File: config.mk
export PLATFORM = sky130hd
export DESIGN_NAME = mem_access
export DESIGN_NICKNAME = d
export VERILOG_FILES = /design/src/rtl/mem_access.sv
export SDC_FILE = /design/constraint.sdc
export NUM_CORES = 1
export LEC_CHECK = 0
export BUFFER_PORTS_ARGS = -buffer_cell sky130_fd_sc_hd__buf_2
export CORE_UTILIZATION = 53
export CTS_CLUSTER_DIAMETER = 80
export DETAILED_ROUTE_END_ITERATION = 10
export GPL_ROUTABILITY_DRIVEN = 0
export PLACE_DENSITY = 0.84
export SLEW_MARGIN = 10
export SYNTH_ARGS = -nofsm -noshare
export SYNTH_HDL_FRONTEND = slang
export SYNTH_SLANG_ARGS = --single-unit
File: constraint.sdc
create_clock -name clk -period 5.3 [get_ports clk]
set_input_delay 0.795 -clock clk [delete_from_list [all_inputs] [get_ports clk]]
set_output_delay 0.795 -clock clk [all_outputs]
set_load 0.01 [all_outputs]
File: src/rtl/mem_access.sv
// Memory-access pipeline stage: passes ALU results through in one cycle and runs
// word loads/stores over a req/ack port. Optional macro: MEM_ACCESS_MISALIGN_CHECK_EN.
module mem_access #(
    parameter int DW = 32,
    parameter int AW = 32
) (
    input  logic          clk,
    input  logic          rst_n,
    input  logic          flush,
    input  logic          in_valid,
    output logic          in_ready,
    input  logic [31:0]   instruction,
    input  logic [DW-1:0] aluout,
    input  logic [AW-1:0] addr,
    input  logic          branch,
    input  logic          is_load,
    input  logic          is_store,
    input  logic [DW-1:0] store_data,
    output logic          mem_req,
    output logic          mem_we,
    output logic [AW-1:0] mem_addr,
    output logic [DW-1:0] mem_wdata,
    input  logic [DW-1:0] mem_rdata,
    input  logic          mem_ack,
    output logic          out_valid,
    input  logic          out_ready,
    output logic [31:0]   out_instruction,
    output logic [DW-1:0] out_result,
    output logic          out_branch,
    output logic [AW-1:0] out_target,
    output logic          out_misalign
);

    typedef enum logic {IDLE, ACCESS} state_t;

    state_t        state_reg, state_next;
    logic          mem_req_reg, mem_req_next;
    logic          mem_we_reg, mem_we_next;
    logic [AW-1:0] mem_addr_reg, mem_addr_next;
    logic [DW-1:0] mem_wdata_reg, mem_wdata_next;
    logic          out_valid_reg, out_valid_next;
    logic [31:0]   out_instruction_reg, out_instruction_next;
    logic [DW-1:0] out_result_reg, out_result_next;
    logic          out_branch_reg, out_branch_next;
    logic [AW-1:0] out_target_reg, out_target_next;
    logic          out_misalign_reg, out_misalign_next;
    // Context of the outstanding access, needed when the ack comes back.
    logic [31:0]   pend_instr_reg, pend_instr_next;
    logic [AW-1:0] pend_addr_reg, pend_addr_next;
    logic          pend_load_reg, pend_load_next;
    logic          drop_reg, drop_next;

    logic          misaligned;
    logic [AW-1:0] req_addr;
    logic          mem_op;
    logic          accept;

`ifdef MEM_ACCESS_MISALIGN_CHECK_EN
    assign misaligned = (addr[1:0] != 2'b00);
    assign req_addr   = addr;
`else
    assign misaligned = 1'b0;
    assign req_addr   = {addr[AW-1:2], 2'b00};
`endif

    // A taken branch never touches memory, even if it is flagged load/store.
    assign mem_op   = (is_load | is_store) & ~branch;
    assign in_ready = (state_reg == IDLE) & (~out_valid_reg | out_ready);
    assign accept   = in_valid & in_ready & ~flush;

    always_comb begin
        state_next           = state_reg;
        mem_req_next         = mem_req_reg;
        mem_we_next          = mem_we_reg;
        mem_addr_next        = mem_addr_reg;
        mem_wdata_next       = mem_wdata_reg;
        out_valid_next       = out_valid_reg;
        out_instruction_next = out_instruction_reg;
        out_result_next      = out_result_reg;
        out_branch_next      = out_branch_reg;
        out_target_next      = out_target_reg;
        out_misalign_next    = out_misalign_reg;
        pend_instr_next      = pend_instr_reg;
        pend_addr_next       = pend_addr_reg;
        pend_load_next       = pend_load_reg;
        drop_next            = drop_reg;

        if (flush || (out_valid_reg && out_ready))
            out_valid_next = 1'b0;

        case (state_reg)
            IDLE: begin
                if (accept) begin
                    if (mem_op && !misaligned) begin
                        state_next      = ACCESS;
                        mem_req_next    = 1'b1;
                        mem_we_next     = is_store;
                        mem_addr_next   = req_addr;
                        mem_wdata_next  = store_data;
                        pend_instr_next = instruction;
                        pend_addr_next  = addr;
                        pend_load_next  = is_load;
                        drop_next       = 1'b0;
                    end else begin
                        out_valid_next       = 1'b1;
                        out_result_next      = (mem_op && misaligned) ? DW'(addr) : aluout;
                        out_branch_next      = branch;
                        out_target_next      = addr;
                        out_instruction_next = instruction;
                        out_misalign_next    = mem_op & misaligned;
                    end
                end
            end
            ACCESS: begin
                // A flush cannot abort the bus cycle; it only marks the result as dead.
                if (flush)
                    drop_next = 1'b1;
                if (mem_ack) begin
                    state_next   = IDLE;
                    mem_req_next = 1'b0;
                    mem_we_next  = 1'b0;
                    if (!drop_reg && !flush) begin
                        out_valid_next       = 1'b1;
                        out_result_next      = pend_load_reg ? mem_rdata : DW'(pend_addr_reg);
                        out_branch_next      = 1'b0;
                        out_instruction_next = pend_instr_reg;
                        out_misalign_next    = 1'b0;
                    end
                end
            end
        endcase
    end

    always_ff @(posedge clk or negedge rst_n) begin
        if (!rst_n) begin
            state_reg           <= IDLE;
            mem_req_reg         <= 1'b0;
            mem_we_reg          <= 1'b0;
            mem_addr_reg        <= '0;
            mem_wdata_reg       <= '0;
            out_valid_reg       <= 1'b0;
            out_instruction_reg <= '0;
            out_result_reg      <= '0;
            out_branch_reg      <= 1'b0;
            out_target_reg      <= '0;
            out_misalign_reg    <= 1'b0;
            pend_instr_reg      <= '0;
            pend_addr_reg       <= '0;
            pend_load_reg       <= 1'b0;
            drop_reg            <= 1'b0;
        end else begin
            state_reg           <= state_next;
            mem_req_reg         <= mem_req_next;
            mem_we_reg          <= mem_we_next;
            mem_addr_reg        <= mem_addr_next;
            mem_wdata_reg       <= mem_wdata_next;
            out_valid_reg       <= out_valid_next;
            out_instruction_reg <= out_instruction_next;
            out_result_reg      <= out_result_next;
            out_branch_reg      <= out_branch_next;
            out_target_reg      <= out_target_next;
            out_misalign_reg    <= out_misalign_next;
            pend_instr_reg      <= pend_instr_next;
            pend_addr_reg       <= pend_addr_next;
            pend_load_reg       <= pend_load_next;
            drop_reg            <= drop_next;
        end
    end

    assign mem_req         = mem_req_reg;
    assign mem_we          = mem_we_reg;
    assign mem_addr        = mem_addr_reg;
    assign mem_wdata       = mem_wdata_reg;
    assign out_valid       = out_valid_reg;
    assign out_instruction = out_instruction_reg;
    assign out_result      = out_result_reg;
    assign out_branch      = out_branch_reg;
    assign out_target      = out_target_reg;
    assign out_misalign    = out_misalign_reg;

endmodule

---- Word-level counts from Yosys, hierarchy flattened ----
Cells that the tools add are included.
cells by class
  reductions and logical operators ........ 10
  equal/unequal tests ..................... 6
  div/mod/pow operators ................... 0
  order comparisons ....................... 0
  multipliers ............................. 0
  $add $sub $neg .......................... 0
  bitwise logic cells ..................... 11
  mux-type cells .......................... 40
  shifts and indexed selects .............. 0
operators with widths
  operator            count
  $mux 32             9
  $pmux 32 s2         2
  $mux 1              22
  $pmux 1 s2          7
  $reduce_and 3->1    4
  $ne 2x2->1 const B  5
  $not 1->1           5
  $and 1x1->1         4
  $reduce_and 4->1    1
  $logic_and 1x1->1   2
  $logic_not 1->1     2
  $ne 2x1->1 const B  1
  $or 1x1->1          2
  $logic_or 1x1->1    1
word-level totals
  memories ................................ 0
  bits in registers ....................... 230
  logic and storage cells ................. 82
  latch bits .............................. 0
  ROM bits ................................ 0
  input bits .............................. 169
  memory bits (writable) .................. 0

---- Longest topological paths before layout ----
Gate-level depths: netlist (run 1).
  word-level depth ........................ 7
  mapped depth ............................ 7
  depth with buffers taken out ............ 3

---- Least setup slack after synthesis (run 1) ----
No wires, ideal clock.
  path type ............................... input -> register
  start ................................... input port out_ready
  end ..................................... register out_instruction_reg[0], in the netlist out_instruction[0]
  data required time ...................... 5.175 ns
  setup time .............................. 0.125 ns
  path buffers ............................ 3
  path slack .............................. 3.126 ns
  arrival time ............................ 2.049 ns
  stages .................................. 6
  path through ............................ nor2b_4 -> buf_6 -> o41ai_2 -> buf_2 -> buf_4 -> mux2_2
on the way
  word-level cells in the longest chain between the ends .. 6
ends and longest elaborated chain
  item                        RTL line  source
  from (decl)                 26        input logic out_ready,
  $or 1x1->1                  68        assign in_ready = (state_reg == IDLE) & (~out_valid_reg | out_ready);
  $and 1x1->1                 68
  $and 1x1->1 (2 in a row)    69        assign accept = in_valid & in_ready & ~flush;
  $ne 2x2->1 (no line)        -
  $reduce_and 4->1 (no line)  -
  to (signal assigned)        158       out_instruction_reg <= out_instruction_next;
  to (decl)                   42        logic [31:0] out_instruction_reg, out_instruction_next;
No other way between the ends.
A chain may end at the register's enable or synchronous reset.

---- Worst setup path after layout (run 1) ----
  start ................................... register state_reg
  end ..................................... register out_instruction_reg[6], in the netlist out_instruction[6]
on the way
  word-level cells in the longest chain between the ends .. 6
  elaborated cells between the ends (all ways) .. 10
ends and longest elaborated chain
  item                        RTL line  source
  from (decl)                 36        state_t state_reg, state_next;
  from (signal assigned)      152       state_reg <= state_next;
  $not 1->1 (no line)         -
  $and 1x1->1                 68
  $and 1x1->1 (2 in a row)    69
  $ne 2x2->1 (no line)        -
  $reduce_and 4->1 (no line)  -
Parallel ways exist; a longest one is shown, timed or not.

==> metrics.cfg, run 1 <==
[floorplan]
row_count=46
core_area_um2=16100
ios=335
die_x_um=132
die_area_um2=17300
die_h_um=132
start_util_pct=55.2

[sta]
report.final.setup_viol=0
period_minus_slack_ns=2.35
hold_viol_final=0
slew-limit-headroom_pct=30.2
rsz0062_at_grt=no
fin_crit_sh_pct=44.3
fmax_ghz=0.426
worst_pin_slew_ns=1.05
finalClockSkew_ns=0.00739
tns_ns=0
drv_slew=0

[global_routing]
grt_max_degree=110
grt_first_pass_wirelength_um=32800
gr-usage-all-layers_pct=24.5
grt_remaining_overflow=0
antenna_found_initial=2
grt_pass1_vias=6021

[logic_synthesis]
synthAdderAreaFrac_pct=0
syn_inst=615
synthXorXnorAreaFrac_pct=0
synth-async-reset-ratio_pct=100
synth_most_common_cell=dfrtp_1
ys_types=30
synth_top_family_by_area=multiplexers
synth-compound-area-share_pct=2.77
syn_area_um2=8890
synth_top_area_cell=dfrtp_1
synth_edf_count=0
seq_area_frac_synth_pct=56.0
synth_mux_area_share_pct=33.3
synth_ff_type=dfrtp_1
synth_seq_cells=199
synth-simple-area-share_pct=2.45
synth_top_area_share_pct=56.0
avgSynthCellArea_um2=14.5
synth_common_cells=dfrtp_1 (199), mux2_2 (191), buf_4 (37)
ys_warn_count=0
synthTopCellsByArea=dfrtp_1 (56%), mux2_2 (24%), mux2_4 (4.4%)

[drt]
vias=5934
drtAntennaViolNets=0
first_iter_violations=244
avgRoutedWirePerCell_um=18.0
wl_um=20400
vias_per_cell=5.24
firstDrtPassIters=4
drc=0

[cells_and_area]
regArea_um2=4980
drive_above_1_share_pct=64.6
fin_nets=1072
multi_input_area_um2=3460
fill_cells=1166
syn_to_final_growth_pct=24.3
final_util_pct=68.6
design_area_um2=11000

[power_and_ir_drop]
power_density_nw_per_um2=451
leakage_nw=5.41
vdd_drop_max_mv=0.256
total_power_w=0.00498

[clock_tree]
cts-resized-gates=0
clk_latency_ns=0.42
ctsHoldBuffers=0
clockBufferDepth=2
htreeDepth=4
cts_root_buf=clkbuf_16
cts_buffers=17
cts_tree=done
clock_sinks=199
cts_setup_buffers=0
path_clk_slew_ns=0.07

[worst_setup_path]
start_kind=flop
arrival_ns=2.65
worstSetupPathType=reg -> reg
worst_r2r_startpoint=state_reg
cp-end-kind=flop
required_ns=5.60
r2r_end=out_instruction[6]
r2r_slack_ns=2.95
r2r_cells=3
crit_path_max_fanout=67

[place]
place_area_um2=10500
io_buffer_count=331
hpwl_um=14200

[run]
maxCapViolCount=0

[worst_hold_path]
min_path_type=in -> async

[run_status]
status=finished clean

[metal layers]
metal / GRT usage [%] / up-vias / wire, um
met1: 31.1 / 2937 / 8500
met4: 9.11 / 2 / 565
met2: 39.7 / 240 / 9970
li1: - / 2715 / -
met5: 0 / - / 13
met3: 7.18 / 40 / 1370
[layout make-up]
cell class	count	area share, %
flip-flops and latches	199	45.1
multi-input cells	344	31.3
repair buffers	337	15.6
clock buffers	21	4.08
well taps	216	2.45
clock inverters	10	1.31
inverters	4	0.136
diodes	1	0.0226
[stage by stage]
stage                     setup WS, ns  hold WS [ns]  instances
after floorplan                   3.13         0.455        617
after global placement            2.71         0.462       1100
after detailed placement          2.65         0.471       1100
after CTS                         2.99         0.440       1131
after global routing              2.86         0.471       1132
final                             2.95         0.407       1132
[cells by family (layout without fill, tap and decap cells)]
group,count (synthesis),after routing
flip-flops,199,199
buffers and inverters,74,372
multiplexers,258,258
other,1,4
AO/OA/AOI/OAI,42,42
AND/OR/NAND/NOR,41,41
[critical path, cell delays in order, from the launching register on]
cell and delay [ns]:
dfrtp_4 0.74, buf_4 0.70, mux2_2 0.42, mux2_2 0.26
[report_power, final]
group          switching, W  internal, W
logic              0.000627     0.000771
registers          0.000296      0.00197
clock network      0.000563     0.000758
total               0.00149      0.00350
[layout by cell type, fill, tap and decap left out, types with 2 or more instances in the layout]
| cell type | count |
|---|---|
| dfrtp_1 | 197 |
| clkbuf_16 | 17 |
| o311ai_0 | 2 |
| mux2_1 | 9 |
| mux2_2 | 191 |
| mux2_4 | 26 |
| clkinvlp_4 | 2 |
| nor2_1 | 33 |
| buf_2 | 330 |
| buf_4 | 5 |
| clkbuf_1 | 3 |
| o21ai_0 | 2 |
| bufinv_16 | 3 |
| a21oi_1 | 32 |
| mux2i_1 | 32 |
| clkinv_4 | 2 |
| conb_1 | 3 |
| nor4_4 | 2 |
| inv_1 | 4 |
| clkbuf_8 | 2 |
| inv_6 | 2 |
[how the worst max path moves through the flow]
stage,start,endpoint,depth (start not counted)
4_1_cts,state_reg,mem_wdata[30],3
2_1_floorplan,out_ready,out_instruction[0],6
5_1_grt,state_reg,out_instruction[6],3
3_3_place_gp,flush,mem_wdata[29],5
6_report,state_reg,out_instruction[6],3
3_5_place_dp,flush,mem_wdata[1],5
No activity file was read; power rests on OpenSTA's default activity.
==> inputs of run 2 (changes only) <==
ABC_AREA = 1   (was not set)
CORE_UTILIZATION = 50   (was 53)
PLACE_DENSITY = 0.79   (was 0.84)
clock period = 2.35 ns   (was 5.3 ns; I/O delays follow)
==> metrics.cfg, run 2 <==
[sta]
worst_pin_slew_ns=0.678
drv_slew=0
fin_crit_sh_pct=81.9
hold_viol_final=0
rsz0062_at_grt=no
tns_ns=0
period_minus_slack_ns=1.92
fmax_ghz=0.520
finalClockSkew_ns=0.0100
report.final.setup_viol=0
slew-limit-headroom_pct=54.8

[drt]
first_iter_violations=679
avgRoutedWirePerCell_um=15.9
vias_per_cell=5.22
firstDrtPassIters=5
drtAntennaViolNets=0
wl_um=27600
drc=0
vias=9036

[clock_tree]
clock_sinks=199
cts-resized-gates=0
cts_tree=done
cts_setup_buffers=0
htreeDepth=4
ctsHoldBuffers=1
clockBufferDepth=2
cts_root_buf=clkbuf_16
cts_buffers=17
clk_latency_ns=0.43
path_clk_slew_ns=0.08

[global_routing]
antenna_found_initial=3
grt_max_degree=67
grt_first_pass_wirelength_um=44100
gr-usage-all-layers_pct=28.9
grt_pass1_vias=8462
grt_remaining_overflow=0

[logic_synthesis]
avgSynthCellArea_um2=7.75
synth_ff_type=dfrtp_1
synth_edf_count=0
synthTopCellsByArea=dfrtp_1 (53%), nand2_1 (20%), nand3_1 (12%)
ys_types=21
synth_common_cells=nand2_1 (496), nand3_1 (230), dfrtp_1 (199)
synth_top_area_cell=dfrtp_1
synth_most_common_cell=nand2_1
syn_area_um2=9480
synth-async-reset-ratio_pct=100
synth_top_area_share_pct=52.5
synth_seq_cells=199
syn_inst=1224
seq_area_frac_synth_pct=52.5
ys_warn_count=0

[floorplan]
die_x_um=140
die_h_um=140
ios=335
row_count=49
die_area_um2=19500
start_util_pct=51.9
core_area_um2=18300

[worst_setup_path]
path_cells=inv_2, nand2_1, nor2_4, buf_4, nand3_1, nand2_1
critPathMaxStageDelay_ns=0.57
crit_path_top_delay_cell=buf_4
crit_path_max_fanout=65
required_ns=2.71
start_kind=flop
worst_r2r_startpoint=state_reg
arrival_ns=2.28
r2r_slack_ns=0.43
r2r_end=pend_addr_reg[9]
worstSetupPathType=reg -> reg
cpMostUsedCell=nand2_1
cp-end-kind=flop
r2r_cells=6

[cells_and_area]
fin_nets=1655
regArea_um2=4980
syn_to_final_growth_pct=22.6
drive_above_1_share_pct=26.6
multi_input_area_um2=3450
fill_cells=1649
layout_common_cells=nand2_1 (494), buf_2 (330), nand3_1 (230)
final_common_cell=nand2_1

[run]
maxCapViolCount=0

[power_and_ir_drop]
p_sw_share_pct=35.3
comb_power_share_pct=28.3
p_clk_share_pct=26.2
total_power_w=0.0107
intPower_w=0.00692
power_density_nw_per_um2=920
p_seq_share_pct=45.4
leakage_nw=6.87
switchingPower_w=0.00377
vdd_drop_max_mv=0.657

[worst_hold_path]
worstHoldPathCells=3
worstHoldStart=addr[1]
hold_end=out_target[1]
min_path_type=in -> reg

[run_status]
status=finished clean

[place]
io_buffer_count=331
hpwl_um=19700

## run 2: changes by cell type in the layout (fill, tap and decap cells not counted), sizes merged, moves of 3 or more
cell | previous run | this run
buf | 336 | 355
bufinv | 3 | 0
inv | 6 | 111
nand3 | 0 | 231
a21oi | 32 | 1
diode | 1 | 4
mux2i | 32 | 0
o311ai | 3 | 0
mux2 | 226 | 0
nor2 | 33 | 4
nand2 | 1 | 497
o21ai | 2 | 67
## run 2: cell type report
class	count	share of cell area [%]
Multi-Input combinational cell	805	29.7
Clock buffer	19	3.81
Inverter	106	3.42
Antenna cell	4	0.0861
Clock inverter	13	1.00
Sequential cell	199	42.9
Timing Repair Buffer	357	16.7
Tap cell	229	2.46
## run 2: per-layer routing
| layer | part of all wire [%] | GRT usage [%] | up-vias |
|---|---|---|---|
| li1 | - | - | 4318 |
| met4 | 2.9 | 11.2 | 0 |
| met2 | 46 | 44.4 | 466 |
| met5 | 0 | 0 | - |
| met3 | 8.6 | 6.43 | 58 |
| met1 | 42 | 39.8 | 4194 |
## run 2: critical path, delay by kind of cell (launching register included)
kind | cells | cell delay, ns
and+or+nand+nor | 4 | 0.56
buffers and inverters | 2 | 0.78
DFF | 1 | 0.51
## run 2: cells by family after synthesis
logic type	synth area share (%)
buf+inv	11.3
flops	52.5
other cells	0.0395
compound gates	3.83
simple gates	32.3
## run 2: how the worst max path moves through the flow
stage | startpoint | end | slack (ns) | cells after the start
after floorplan | state_reg | out_target[10] | 0.98 | 7
after global placement | is_store | out_target[0] | 0.49 | 6
final | state_reg | pend_addr_reg[9] | 0.43 | 6
after detailed placement | is_store | out_target[23] | 0.40 | 6
after CTS | state_reg | pend_addr_reg[9] | 0.43 | 6
after global routing | state_reg | pend_addr_reg[0] | 0.28 | 6
## run 2: metrics by stage
stage | cells | setup slack (ns) | utilization, % | instance area [um^2] | hold slack, ns
2_1_floorplan | 1226 | 0.979 | - | 9490 | 0.0569
3_3_place_gp | 1695 | 0.491 | 60.5 | 11000 | 0.342
3_5_place_dp | 1695 | 0.402 | 60.5 | 11000 | 0.342
4_1_cts | 1728 | 0.431 | 63.6 | 11600 | 0.115
5_1_grt | 1731 | 0.285 | 63.6 | 11600 | 0.118
6_report | 1732 | 0.425 | 63.6 | 11600 | 0.122
## run 2: power groups by stage
| stage | Combinational, W | Clock (W) | Sequential [W] |
|---|---|---|---|
| finish | 0.00303 | 0.00281 | 0.00486 |
| global route | 0.00339 | 0.00299 | 0.00495 |
| CTS | 0.00305 | 0.00285 | 0.00485 |
| detailed placement | 0.00305 | 0 | 0.00490 |
| global placement | 0.00296 | 0 | 0.00488 |
| floorplan | 0.00156 | 0 | 0.00510 |
==> inputs of run 3 (changes only) <==
ABC_AREA = 0   (was 1)
PLACE_DENSITY = 0.8   (was 0.79)
clock period = 1.8 ns   (was 2.35 ns; I/O delays follow)
==> metrics.cfg, run 3 (synthesis results as in run 1) <==
[cells_and_area]
drive_above_1_share_pct=66.0
regArea_um2=4980
layout_common_cells=buf_2 (330), dfrtp_1 (197), mux2_2 (186)
fill_cells=1291
multi_input_area_um2=3480
fin_cells=1174
fin_nets=1104
final_common_cell=buf_2
syn_to_final_growth_pct=30.3

[sta]
fin_crit_sh_pct=100
fmax_ghz=0.555
period_minus_slack_ns=1.80
drv_slew=0
worst_slack_ns=-0.00262
rsz0062_at_grt=yes
hold_viol_final=0
report.final.setup_viol=1
finalClockSkew_ns=0.0115

[drt]
vias_per_cell=5.22
vias=6125
drtAntennaViolNets=0
wl_um=21800
first_iter_violations=139
firstDrtPassIters=4
drc=0
avgRoutedWirePerCell_um=18.6

[worst_setup_path]
cp-end-kind=flop
r2r_slack_ns=-0.003
crit_path_max_fanout=18
critPathMaxStageDelay_ns=0.61
worstSetupPathType=reg -> reg
arrival_ns=2.11
required_ns=2.11
start_kind=flop
path_cells=or4_4, clkbuf_16, mux2_4
crit_path_top_delay_cell=or4_4

[clock_tree]
path_clk_slew_ns=0.08
cts_root_buf=clkbuf_16
cts_buffers=17
cts_tree=done
clk_latency_ns=0.43
htreeDepth=4
clock_sinks=199
clockBufferDepth=2

[place]
hpwl_um=15600
post-place-cells=1131
io_buffer_count=331
pre_cts_ws_ns=0.00526

[floorplan]
core_area_um2=17400
row_count=48
die_h_um=135
ios=335
die_area_um2=18300
die_x_um=135
start_util_pct=51.2

[run_status]
status=finished, violations left
violations=negative setup slack

[run]
maxCapViolCount=0

[power_and_ir_drop]
total_power_w=0.0148
power_density_nw_per_um2=1280
leakage_nw=5.67
vdd_drop_max_mv=0.698

[global_routing]
grt_first_pass_wirelength_um=32400
antenna_found_initial=2
grt_remaining_overflow=0
grt_max_degree=82
gr-usage-all-layers_pct=23.3
grt_pass1_vias=6133

[worst_hold_path]
min_path_type=in -> reg

## run 3: through the flow
stage | instance area [um^2] | setup TNS, ns | util, % | hold WS (ns)
6_report | 11600 | -0.00262 | 66.7 | 0.0545
2_1_floorplan | 8940 | -1.05 | - | -0.0256
3_3_place_gp | 10800 | 0 | 62.2 | 0.169
4_1_cts | 11400 | 0 | 65.7 | 0.0384
5_1_grt | 11600 | -1.04 | 66.7 | 0.0449
3_5_place_dp | 10800 | 0 | 62.2 | 0.171
## run 3: per-layer routing
layer / vias up / global-route usage, % / routed length (um)
met5: - / 0 / 0
met4: 0 / 10.0 / 608
met3: 40 / 5.87 / 1300
met2: 244 / 41.4 / 11500
met1: 3051 / 26.6 / 8390
li1: 2790 / - / -
## run 3: area by class of cell
cell class,instances,area share (%)
flip-flops and latches,199,43.0
multi-input cells,344,30.0
repair buffers,369,19.4
clock buffers,19,3.82
well taps,225,2.43
clock inverters,12,1.13
inverters,4,0.130
diodes,2,0.0432
## run 3: what timing repair did
| item | CTS | global route |
|---|---|---|
| setup buffers | 0 | 5 |
| hold buffers | 1 | 0 |
| cloned | 0 | 4 |
| pin swaps | 0 | 4 |
| endpoints found under the hold margin | 23 | 0 |
| gates resized for setup | 4 | 9 |
| endpoints found under the setup margin | 1 | 81 |
## run 3: where the power goes
part | internal [W] | switching [W]
sequential | 0.00581 | 0.000790
combinational | 0.00243 | 0.00202
clock | 0.00200 | 0.00177
## run 3: path summary, 6_finish.rpt
path / start / endpoint / cells after the start
min reg2reg: out_target[1] / out_target[1] / 1
min in group asynchronous: rst_n / out_instruction[20] / 2
min: store_data[8] / mem_wdata[8] / 2
max reg2reg: state_reg / pend_instr_reg[21] / 3
max: state_reg / pend_instr_reg[21] / 3
max in group asynchronous: rst_n / mem_wdata[10] / 3
## run 3: worst max-delay path, delay by kind of cell (launching register included)
kind                   cells  cell delay, ns
and+or+nand+nor            1            0.61
DFF                        1            0.53
muxes                      1            0.30
buffers and inverters      1            0.24
